File: config.mk
export PLATFORM = sky130hd
export DESIGN_NAME = sixbitdiv
export DESIGN_NICKNAME = d
export VERILOG_FILES = /design/src/rtl/sixbitdiv.sv
export SDC_FILE = /design/constraint.sdc
export NUM_CORES = 1
export LEC_CHECK = 0
export ABC_AREA = 1
export CELL_PAD_IN_SITES_DETAIL_PLACEMENT = 0
export CELL_PAD_IN_SITES_GLOBAL_PLACEMENT = 1
export CORE_MARGIN = 5
export CORE_UTILIZATION = 30
export DETAILED_ROUTE_END_ITERATION = 10
export PLACE_DENSITY_LB_ADDON = 0.1
export SLEW_MARGIN = 40
export SYNTH_ARGS = -nofsm -noshare
export SYNTH_HDL_FRONTEND = slang
export SYNTH_SLANG_ARGS = --single-unit
File: constraint.sdc
create_clock -name clk_i -period 1.8 [get_ports clk_i]
set_input_delay 0.18 -clock clk_i [delete_from_list [all_inputs] [get_ports clk_i]]
set_output_delay 0.18 -clock clk_i [all_outputs]
set_load 0.02 [all_outputs]
File: src/rtl/sixbitdiv.sv
// sixbitdiv: sequential restoring divider that retires one quotient bit per clock.
// Define SIXBITDIV_SIGNED_EN for two's-complement (truncating) division; the default build is unsigned.
module sixbitdiv #(
    parameter int WIDTH = 6
) (
    input  logic             clk_i,
    input  logic             rst_ni,
    input  logic             start_i,
    input  logic [WIDTH-1:0] a_i,
    input  logic [WIDTH-1:0] b_i,
    output logic [WIDTH-1:0] quotient_o,
    output logic [WIDTH-1:0] remainder_o,
    output logic             busy_o,
    output logic             done_o,
    output logic             dbz_o,
    output logic             overflow_o
);

    localparam int CW = (WIDTH > 1) ? $clog2(WIDTH) : 1;
    localparam logic [CW-1:0] LAST = CW'(WIDTH - 1);

    typedef enum logic {
        IDLE,
        RUN
    } state_t;

    state_t           state_q;
    logic [CW-1:0]    cnt_q;
    logic [WIDTH-1:0] rem_q;
    logic [WIDTH-1:0] q_q;
    logic [WIDTH-1:0] divisor_q;
    logic             negQuot_q;
    logic             negRem_q;
    logic             ovf_q;

    logic [WIDTH:0]   remShift;
    logic [WIDTH+1:0] trial;
    logic [WIDTH-1:0] rem_d;
    logic [WIDTH-1:0] q_d;
    logic [WIDTH-1:0] quotFinal;
    logic [WIDTH-1:0] remFinal;
    logic [WIDTH-1:0] aMag;
    logic [WIDTH-1:0] bMag;
    logic             negQuot_d;
    logic             negRem_d;
    logic             ovf_d;

    // Shifted partial remainder can reach 2*b, so it is carried one bit wider than the operands.
    always_comb begin
        remShift = {rem_q, q_q[WIDTH-1]};
        trial    = {1'b0, remShift} + {2'b11, ~divisor_q} + (WIDTH+2)'(1);
        rem_d    = remShift[WIDTH-1:0];
        q_d      = {q_q[WIDTH-2:0], 1'b0};
        if (!trial[WIDTH+1]) begin
            rem_d = trial[WIDTH-1:0];
            q_d   = {q_q[WIDTH-2:0], 1'b1};
        end

`ifdef SIXBITDIV_SIGNED_EN
        aMag      = a_i[WIDTH-1] ? -a_i : a_i;
        bMag      = b_i[WIDTH-1] ? -b_i : b_i;
        negQuot_d = a_i[WIDTH-1] ^ b_i[WIDTH-1];
        negRem_d  = a_i[WIDTH-1];
        ovf_d     = (a_i == {1'b1, {(WIDTH-1){1'b0}}}) && (&b_i);
`else
        aMag      = a_i;
        bMag      = b_i;
        negQuot_d = 1'b0;
        negRem_d  = 1'b0;
        ovf_d     = 1'b0;
`endif

        quotFinal = negQuot_q ? -q_d : q_d;
        remFinal  = negRem_q ? -rem_d : rem_d;
    end

    always_ff @(posedge clk_i or negedge rst_ni) begin
        if (!rst_ni) begin
            state_q     <= IDLE;
            cnt_q       <= '0;
            rem_q       <= '0;
            q_q         <= '0;
            divisor_q   <= '0;
            negQuot_q   <= 1'b0;
            negRem_q    <= 1'b0;
            ovf_q       <= 1'b0;
            quotient_o  <= '0;
            remainder_o <= '0;
            busy_o      <= 1'b0;
            done_o      <= 1'b0;
            dbz_o       <= 1'b0;
            overflow_o  <= 1'b0;
        end else begin
            done_o <= 1'b0;
            case (state_q)
                IDLE: begin
                    if (start_i) begin
                        dbz_o      <= 1'b0;
                        overflow_o <= 1'b0;
                        if (b_i == '0) begin
                            done_o      <= 1'b1;
                            dbz_o       <= 1'b1;
                            quotient_o  <= '1;
                            remainder_o <= a_i;
                        end else begin
                            rem_q     <= '0;
                            q_q       <= aMag;
                            divisor_q <= bMag;
                            negQuot_q <= negQuot_d;
                            negRem_q  <= negRem_d;
                            ovf_q     <= ovf_d;
                            cnt_q     <= '0;
                            busy_o    <= 1'b1;
                            state_q   <= RUN;
                        end
                    end
                end
                RUN: begin
                    rem_q <= rem_d;
                    q_q   <= q_d;
                    // The last iteration writes the sign-fixed result straight to the outputs.
                    if (cnt_q == LAST) begin
                        quotient_o  <= quotFinal;
                        remainder_o <= remFinal;
                        overflow_o  <= ovf_q;
                        done_o      <= 1'b1;
                        busy_o      <= 1'b0;
                        cnt_q       <= '0;
                        state_q     <= IDLE;
                    end else begin
                        cnt_q <= cnt_q + CW'(1);
                    end
                end
                default: state_q <= IDLE;
            endcase
        end
    end

endmodule

; ---- Word-level counts from Yosys, hierarchy flattened
; Cells that the tools add are included.
[word_totals]
inputBits = 15
output_inout_bits = 16
reg_bits = 38
[classes]
n_eq_ne = 5
muxes = 34
n_reduce_logical = 7
n_addsub = 3
n_bitwise = 3
[ops]
columns = operator, n
row1 = 2-to-1 mux 6 bit, 11
row2 = one-hot mux 6 bit (2 select lines), 4
row3 = 2-to-1 mux 1 bit, 11
row4 = 2-to-1 mux 3 bit, 3
row5 = AND reduction 3 bit, 3
row6 = adder 7 x 8 -> 8 bit, 1
row7 = adder 8 x 1 -> 8 bit (second input constant), 1
row8 = one-hot mux 1 bit (2 select lines), 4
row9 = logical NOT 6 bit, 1
row10 = != test 2 bit (second input constant), 3
row11 = NOT 6 bit, 1
row12 = one-hot mux 3 bit (2 select lines), 1
row13 = AND reduction 2 bit, 3
row14 = adder 3 x 1 -> 3 bit (second input constant), 1
row15 = == test 3 bit (second input constant), 1
row16 = != test 2 x 1 -> 1 bit (second input constant), 1
row17 = NOT 1 bit, 2

; ---- Logic depth before layout (Yosys ltp)
[logic_depth]
ltp_word = 6
depth_mapped = 14
depth_no_buf = 14

; ---- Worst setup path after synthesis
; OpenSTA, ideal clock, no wires.
[synth_path]
kind = reg2reg
startpoint = reg q_q[5]
endpoint = reg remainder_o[4]
arrival_time_ns = 1.470
path_slack_ns = 0.218
path_buffers = 0
path_stages_with_launch = 13
cell_sequence = dfrtp_1 > inv_1 > ha_1 > inv_1 > fa_1 > nand3_1 > nand2_1 > nand2_1 > nand2_1 > nand3_1 > nand3_1 > nand2_1 > inv_1
[synth_between]
elab_chain_len = 5
[synth_rtl]
columns = item, line
row1 = start: declaration, 30  ; logic [WIDTH-1:0] q_q;
row2 = start signal: assignment, 107  ; q_q <= aMag;
row3 = start signal: assignment, 120  ; q_q <= q_d;
row4 = adder 7 x 8 -> 8 bit, 51  ; trial = {1'b0, remShift} + {2'b11, ~divisor_q} + (WIDTH+2)'(1);
row5 = adder 8 x 1 -> 8 bit, 51
row6 = 2-to-1 mux 6 bit, 54  ; if (!trial[WIDTH+1]) begin
row7 = 2-to-1 mux 6 bit, 122  ; if (cnt_q == LAST) begin
row8 = one-hot mux 6 bit (2 select lines), 95  ; case (state_q)
row9 = end signal: assignment, 104  ; remainder_o <= a_i;
row10 = end signal: assignment, 124  ; remainder_o <= remFinal;
row11 = end: declaration, 12  ; output logic [WIDTH-1:0] remainder_o,
; Every way passes these cells. The select of a mux whose other input is x is not followed.
; A chain may end at the register's enable or synchronous reset.

; ---- Worst setup path after layout
[layout_path]
startpoint = reg rem_q[4]
endpoint = reg quotient_o[0]
[layout_between]
elab_chain_len = 5
[layout_rtl]
columns = item, line
row1 = start: declaration, 29  ; logic [WIDTH-1:0] rem_q;
row2 = start signal: assignment, 119  ; rem_q <= rem_d;
row3 = adder 7 x 8 -> 8 bit, 51
row4 = adder 8 x 1 -> 8 bit, 51
row5 = 2-to-1 mux 1 bit, 54
row6 = 2-to-1 mux 6 bit, 122
row7 = one-hot mux 6 bit (2 select lines), 95
row8 = end signal: assignment, 123  ; quotient_o <= quotFinal;
row9 = end: declaration, 11  ; output logic [WIDTH-1:0] quotient_o,
; Every way passes these cells. The select of a mux whose other input is x is not followed.

==> impl_results.md <==
- Vias in the first global route: 1626
- RSZ-0062 raised after global routing: false
- Pwr/cell area: 2010 mW/mm^2
- Synth cell count leaders: 62 x nand2_1, 37 x dfrtp_1, 27 x inv_1, 20 x nor2_1, 18 x nand3_1
- Endpoint class of the critical path: flop
- Flop pwr share: 0.275
- Yosys warns: 0
- Clock tree root driver cell: clkbuf_8
- Cts bufs inserted: 5
- Largest net degree at the start of global routing: 21
- Tmin final: ~1.7 ns
- CTS sink count: 37
- WHS: between 0.3 and 0.4 ns
- Setup TNS: 0 ns
- Worst hold path type: primary input to async pin
- DRT Pass-1 Iters: 4
- First-pass GRT wire length: ~7.8 mm
- Number of port buffers: 29
- Routability congestion estimate: between 0.8 and 0.9
- FMAX: 0.591 GHz
- Synth Flop Type: dfrtp_1
- Worst EP required: between 1.5 and 2 ns
- Synthesized area: around 0.002 sq mm
- Nets: about 310
- Top cell type's share of synthesized area: 0.476
- # DRC: 0
- Antenna Nets Post-Route: 0
- Yosys top cell by area: dfrtp_1
- Period Utilization, post-route: 0.940
- Average instance area after synthesis: between 8 and 9 sq um
- CTS tree: built
- Die X: between 90 and 100 um
- Synth unique cells: 33
- Die Footprint: about 0.008 sq mm
- Longest Clk Path Bufs: 2
- Switching part of the total: 0.409
- H-tree depth: 2
- Finish-stage setup viols: 0
- Post-synth EDFFs: 0
- Clock Latency Late Sink: between 0.2 and 0.3 ns
- Post-Syn Nets: ~260
- Slew Limit Fails: 0
- Crit-path max FO: 7
- Core Area: 0.00631 sq mm
- Io pins: 31
- DR WL/cell: 12.4 um
- Post-synthesis sequential area ratio: 0.476
- Antenna diodes: 0
- Worst-path clk slew: approximately 0.080 ns
- Worst Path Arrival: 1.87 ns
- Hold violation total from the final report: 0
- Register bit total from synthesis: 37
- Critical path class: flop to flop
- P_leak: around 1.3 nW
- Int Pwr: 0.00320 W
- Initial DRC count: 40
- Antenna violations before repair: 0
- Share of cells above drive strength 1: 0.248
- Std-Cell Rows: 29
- Net Sw Power: around 0.0022 W
- Die Y: ~90 um
- Vias/cell: 4.40
- GRT Util Overall: 0.115
- Layout Area Growth over Synthesis: 38.0%
- Vias: ~1.6k
- Startpoint types: flop
- HPWL Detailed: ~3.6 mm
- Asr flop ratio synth: 1.00
- Mapped Cells: roughly 240
- Run status: finished clean
- Routed WL: approximately 4.5 mm
- Initial Utilization: 0.308
- Comb pwr share: 0.587
- Worst vdd ir: around 0.73 mV
- Clock skew: between 0.01 and 0.015 ns
- Most common cell in the netlist: nand2_1
- Max cap viols: 0
- Clock share of power: 0.138
- Grt ovf: 0
- Largest cells by area after synthesis: dfrtp_1 48%, nand2_1 12%, inv_1 5.2%
## final timing paths
path                       cells past startpoint  slack [ns]             to     start
max in group asynchronous                      3        0.93       rem_q[0]    rst_ni
hold / removal                                 2        0.38         done_o    rst_ni
setup reg to reg                               8        0.11  quotient_o[0]  rem_q[4]
min in group clk_i                             3        0.46   divisor_q[0]    b_i[0]
hold reg to reg                                2        0.48         busy_o    busy_o
setup / recovery                               8        0.11  quotient_o[0]  rem_q[4]
## state kept, by name, indices dropped and copies added (netlist names)
name and count:
dbz_o 1, remainder_o 6, state_q 1, busy_o 1
quotient_o 6, divisor_q 6, rem_q 6, q_q 6
done_o 1, cnt_q 3
## metal layers
| metal | track usage | up-vias | part of all wire | wire, um |
|---|---|---|---|---|
| met5 | 0 | - | 0 | 0 |
| met1 | 0.160 | 722 | 0.48 | 2200 |
| met3 | 0.0283 | 5 | 0.050 | 226 |
| met4 | 0.0298 | 0 | 0.0081 | 37 |
| met2 | 0.178 | 30 | 0.46 | 2080 |
| li1 | - | 856 | - | - |
## metrics by stage
step           std cells   util  total power, W  area (sq um)  setup slack (ns)
3_3_place_gp         354  0.386         0.00437          2440            0.0321
3_5_place_dp         354  0.386         0.00437          2440            0.0545
6_report             367  0.425         0.00541          2690             0.109
4_1_cts              363  0.406         0.00515          2560            0.0352
5_1_grt              367  0.425         0.00593          2690          0.000653
2_1_floorplan        236      -         0.00326          1950             0.218
## area by class of cell
cell class	count	area, sq um
Clock buffer	7	86.3
Clock inverter	1	30.0
Fill cell	649	3630
Inverter	29	109
Multi-Input combinational cell	163	952
Sequential cell	37	928
Tap cell	77	96.3
Timing Repair Buffer	53	484
## layout by cell type, fill, tap and decap left out, types with 5 or more instances in the layout
master           Yosys  layout
a21oi_1             10       8
clkdlybuf4s50_1      0      28
nand3_1             18      16
clkbuf_8             0       6
o21ai_0              9       9
or2_2                7       7
nor2_1              20      20
inv_1               27      23
buf_4                3      21
nand2_2              3      13
dfrtp_1             37      35
nand2_1             62      52
inv_2                1       5
## power by group through the flow
stage          Combinational, W  Clock [W]  Sequential (W)
2_1_floorplan           0.00164          0         0.00162
3_3_place_gp            0.00289          0         0.00149
5_1_grt                 0.00358   0.000818         0.00153
4_1_cts                 0.00290   0.000775         0.00148
3_5_place_dp            0.00288          0         0.00149
6_report                0.00317   0.000745         0.00149
## critical path, stage by stage (launching register included)
cell and delay, ns:
dfrtp_2 0.44, ha_4 0.16, or2_1 0.21, a21oi_2 0.13, nand2_2 0.12, nor2_4 0.26
buf_6 0.13, buf_4 0.09, a21oi_2 0.04
## kinds of logic after synthesis
kind of cell               Yosys count  share of synthesized area
AOI/OAI and AO/OA                   31                     0.0893
xor gates and xnor gates             3                     0.0135
adders and majority gates            7                     0.0488
buffers and inverters               36                     0.0803
DFF                                 37                      0.476
other                                1                    0.00193
and+or+nand+nor                    121                      0.290
## timing repair
action                                  4_1_cts  5_1_grt
hold buffers                                  1        0
buffers inserted                              0        4
resized for setup                             0       27
endpoints found under the setup margin        0        7
endpoints found under the hold margin        19        0
Power figures use the tool's default switching activity.
